--- src/rtl/imem_fetch_ctrl.sv ---
// rtl/imem_fetch_ctrl.sv - byte-serial instruction fetch sequencer with valid/ready output
//
// Reads one byte per enabled cycle from an asynchronous-read byte memory. It
// assembles four bytes little-endian into a 32-bit instruction, then holds that
// instruction for decode until the valid/ready handshake completes.
//
// Ports:
//   clk            - clock, rising edge
//   reset          - synchronous, active-high reset
//   fetch_en       - low freezes byte sequencing while fetching
//   mem_addr       - byte address to instruction memory (pc + byte_cnt)
//   mem_rdata      - byte read at mem_addr, same cycle
//   redirect_valid - load redirect_pc (word aligned) as new fetch PC
//   redirect_pc    - redirect target, low two bits ignored
//   instr_valid    - instr_data/instr_pc hold a complete instruction
//   instr_ready    - decode accepts the instruction
//   instr_data     - assembled instruction
//   instr_pc       - byte address of instr_data
//   busy           - high while assembling an instruction
module imem_fetch_ctrl #(
    parameter int ADDR_WIDTH = 5,
    parameter int RESET_PC   = 0
) (
    input  logic                  clk,
    input  logic                  reset,
    input  logic                  fetch_en,
    output logic [ADDR_WIDTH-1:0] mem_addr,
    input  logic [7:0]            mem_rdata,
    input  logic                  redirect_valid,
    input  logic [ADDR_WIDTH-1:0] redirect_pc,
    output logic                  instr_valid,
    input  logic                  instr_ready,
    output logic [31:0]           instr_data,
    output logic [ADDR_WIDTH-1:0] instr_pc,
    output logic                  busy
);

    typedef enum logic {
        S_FETCH = 1'b0,
        S_VALID = 1'b1
    } state_t;

    localparam logic [ADDR_WIDTH-1:0] RESET_PC_A = ADDR_WIDTH'(RESET_PC);

    state_t                r_state;
    logic [ADDR_WIDTH-1:0] r_pc;
    logic [1:0]            r_byte_cnt;
    logic [31:0]           r_instr_data;
    logic                  r_instr_valid;

    logic [ADDR_WIDTH-1:0] w_redirect_aligned;

    assign w_redirect_aligned = {redirect_pc[ADDR_WIDTH-1:2], 2'b00};

    // The adder wraps naturally at 2^ADDR_WIDTH. The PC is word aligned,
    // so byte_cnt never carries past the end of the current word.
    assign mem_addr    = r_pc + ADDR_WIDTH'(r_byte_cnt);
    assign instr_pc    = r_pc;
    assign instr_data  = r_instr_data;
    assign instr_valid = r_instr_valid;
    assign busy        = (r_state == S_FETCH);

    always_ff @(posedge clk) begin
        if (reset) begin
            r_state       <= S_FETCH;
            r_pc          <= RESET_PC_A;
            r_byte_cnt    <= 2'd0;
            r_instr_data  <= 32'd0;
            r_instr_valid <= 1'b0;
        end else if (redirect_valid) begin
            // The redirect wins over a same-cycle handshake. The presented
            // instruction counts as consumed, and pc+4 is never used.
            r_state       <= S_FETCH;
            r_pc          <= w_redirect_aligned;
            r_byte_cnt    <= 2'd0;
            r_instr_valid <= 1'b0;
        end else begin
            case (r_state)
                S_FETCH: begin
                    if (fetch_en) begin
                        r_instr_data[{r_byte_cnt, 3'b000} +: 8] <= mem_rdata;
                        r_byte_cnt <= r_byte_cnt + 2'd1;
                        if (r_byte_cnt == 2'd3) begin
                            r_state       <= S_VALID;
                            r_instr_valid <= 1'b1;
                        end
                    end
                end
                S_VALID: begin
                    if (instr_ready) begin
                        r_pc          <= r_pc + ADDR_WIDTH'(4);
                        r_state       <= S_FETCH;
                        r_instr_valid <= 1'b0;
                    end
                end
                default: begin
                    r_state <= S_FETCH;
                end
            endcase
        end
    end

endmodule

--- config.mk ---
export PLATFORM = sky130hd
export DESIGN_NAME = imem_fetch_ctrl
export DESIGN_NICKNAME = d
export VERILOG_FILES = /design/src/rtl/imem_fetch_ctrl.sv
export SDC_FILE = /design/constraint.sdc
export NUM_CORES = 1
export LEC_CHECK = 0
export CORE_MARGIN = 8
export CORE_UTILIZATION = 30
export CTS_BUF_LIST = sky130_fd_sc_hd__clkbuf_8
export DETAILED_ROUTE_END_ITERATION = 10
export GPL_ROUTABILITY_DRIVEN = 0
export PLACE_DENSITY = 0.7
export SKIP_CTS_REPAIR_TIMING = 1
export SLEW_MARGIN = 20
export SYNTH_ARGS = -nofsm -noshare
export SYNTH_HDL_FRONTEND = slang
export SYNTH_SLANG_ARGS = --single-unit
--- constraint.sdc ---
create_clock -name clk -period 1.7 [get_ports clk]
set_clock_uncertainty 0.05 [all_clocks]
set_input_delay 0.255 -clock clk [delete_from_list [all_inputs] [get_ports clk]]
set_output_delay 0.255 -clock clk [all_outputs]
set_load 0.05 [all_outputs]
==> impl_metrics.py <==
metrics = {
    "global_routing": {
        "grt_use_total": 0.120,
        "grt.overflow.total": 0,
        "antenna_found_initial": 0,
        "grt_pass1_wl_um": 8170,
        "grt_start_max_net_pins": 27,
        "grt_pass1_vias": 1639,
    },
    "min_path": {
        "worstHoldPathCells": 2,
        "hp-class": "flop to flop",
        "min_from": "instr_data[19]",
        "holdPathEnd": "instr_data[19]",
    },
    "cells_and_area": {
        "area_delta_synth_final_pct": 37.2,
        "design_area_sq_um": 2410,
        "diodes": 0,
        "layout-drive-gt1-share": 0.260,
        "post-route-util": 0.416,
        "final_common_cell": "buf_4",
        "nets": 281,
        "final_cell_mix": "buf_4 (52), dfxtp_1 (37), nand2_1 (33), nand3_1 (32), a21oi_1 (32)",
    },
    "drt": {
        "wire_per_inst_um": 14.7,
        "drt_iter0_drc": 64,
        "drt_pass1_iterations": 4,
        "drt-total-wl_um": 4880,
        "drtAntennaViolNets": 0,
        "via_count": 1581,
        "viasPerCell": 4.75,
        "drcViolationCount": 0,
    },
    "power": {
        "power.share.clock": 0.395,
        "worst_ir_drop_vdd_uv": 376,
        "p_sw_mw": 0.499,
        "p_comb_frac": 0.135,
        "pwr_density_cell_nw_per_um2": 830,
        "power.internal_mw": 1.50,
        "p_leak_nw": 0.929,
        "pwr-share-seq": 0.469,
        "swShare": 0.249,
        "total_power_mw": 2.00,
    },
    "synthesis": {
        "syn-cell-area_sq_um": 1750,
        "synth.distinct_cells": 31,
        "syn_avg_cell_area_sq_um": 8.60,
        "yosys_register_bits": 39,
        "synth_cells": 204,
        "synth_flop_cell": "dfxtp_1",
        "synth-edff-count": 0,
        "async_reset_ff_frac": 0,
        "synth_seq_area_share": 0.445,
        "yosysWarnings": 0,
    },
    "worst_setup_path": {
        "r2r_cells": 5,
        "reg2reg_to": "instr_data[27]",
        "criticalPathCategory": "flop to flop",
        "r2r-start": "r_byte_cnt[1]",
        "startpoint_type": "flop",
        "cp.arrival_ns": 1.73,
        "required_ns": 1.87,
        "endpoint_kind": "flop",
        "reg2reg_slack_ns": 0.14,
        "path_max_fanout": 7,
    },
    "clocking": {
        "clk_latency_ns": 0.29,
        "numCtsBuffers": 5,
        "h-tree-depth": 2,
        "cts_tree": "built",
        "clkSlewWorstSetupHoldPaths_ns": 0.08,
        "clock-sinks": 39,
        "clk_path_buf_depth": 2,
        "cts_root_buffer": "clkbuf_8",
    },
    "job": {
        "drv_cap": 0,
    },
    "sta": {
        "fin_crit_sh": 0.921,
        "min_period_ns": 1.56,
        "rsz0062_at_grt": "false",
        "whs_ns": 0.402,
        "finalHoldViolCount": 0,
        "finalSetupViolCount": 0,
        "report.final.slew_viol_count": 0,
        "fmax_mhz": 639,
    },
    "floorplanning": {
        "pin_count": 62,
        "start_util": 0.303,
        "fp.dieW_um": 92.5,
        "die_h_um": 92.5,
        "dieArea_sq_um": 8550,
        "core-area_sq_um": 5780,
        "rows": 28,
    },
    "place": {
        "port_buffers": 57,
        "placed_cell_area_sq_um": 2290,
        "post-dp-hpwl_um": 3690,
    },
    "status": {
        "status": "completed",
    },
}
[how the worst max path moves through the flow]
stage,slack [ns],cells after the start,endpoint,start
4_1_cts,0.12,5,instr_data[0],r_byte_cnt[1]
3_3_place_gp,-0.06,5,instr_data[26],fetch_en
3_5_place_dp,-0.08,5,instr_data[27],fetch_en
2_1_floorplan,0.009,6,instr_data[19],r_byte_cnt[0]
6_report,0.14,5,instr_data[27],r_byte_cnt[1]
5_1_grt,0.003,5,instr_data[27],r_byte_cnt[1]
[stage by stage]
stage / worst slack [ns] / TNS [ns] / instances
2_1_floorplan: 0.00888 / 0 / 205
3_3_place_gp: -0.0611 / -0.496 / 325
3_5_place_dp: -0.0801 / -1.05 / 325
4_1_cts: 0.116 / 0 / 333
5_1_grt: 0.00341 / 0 / 333
6_report: 0.135 / 0 / 333
[cell type report]
| class | instances | area [sq um] |
|---|---|---|
| Clock buffer | 6 | 82.6 |
| Clock inverter | 2 | 35.0 |
| Fill cell | 602 | 3370 |
| Inverter | 6 | 22.5 |
| Multi-Input combinational cell | 138 | 847 |
| Sequential cell | 39 | 786 |
| Tap cell | 75 | 93.8 |
| Timing Repair Buffer | 67 | 541 |
[synthesized netlist by cell type (all sizes together) (2+ instances only)]
library cell  count  area share
nand3b            2      0.0086
nand3            32       0.091
dfxtp            39        0.45
a21oi            32       0.091
o21a              2      0.0086
nor4bb            2       0.015
o41ai             2       0.010
inv               6       0.013
buf              15       0.053
clkbuf            7       0.015
and4bb            3       0.021
nor3              3      0.0086
ha                6       0.043
nand2            33       0.071
xnor2             3       0.015
a211oi            3       0.013
nand4bb           4       0.026
[sequential cells by signal (all words and copies together) (netlist names)]
signal,count
instr_valid,1
instr_data,32
r_state,1
instr_pc,3
r_byte_cnt,2
[power by group through the flow]
stage	Combinational (mW)	Sequential, mW	Clock (mW)
detailed placement	0.272	0.960	0
global route	0.289	0.940	0.852
global placement	0.269	0.959	0
floorplan	0.130	1.01	0
finish	0.270	0.938	0.790
CTS	0.272	0.938	0.813
[layer usage]
| layer | share of wire | global-route usage |
|---|---|---|
| met5 | 0 | 0 |
| met4 | 0.015 | 0.0483 |
| met3 | 0.075 | 0.0502 |
| met2 | 0.48 | 0.197 |
| met1 | 0.43 | 0.134 |
[cell families after synthesis]
group / count (synthesis) / share of synthesized area
compound gates: 39 / 0.123
fa+ha+maj: 6 / 0.0428
xor+xnor: 3 / 0.0150
mux: 1 / 0.00571
other cells: 1 / 0.00214
flops: 39 / 0.445
simple gates: 87 / 0.285
buf+inv: 28 / 0.0813
[critical path, cell delays in order (launching register included)]
cell and delay [ns]:
dfxtp_2 0.37, inv_1 0.10, ha_4 0.26, nor3b_2 0.41, nand3_1 0.13, a21oi_1 0.17
Note: power is estimated with default switching activity, not from simulation.
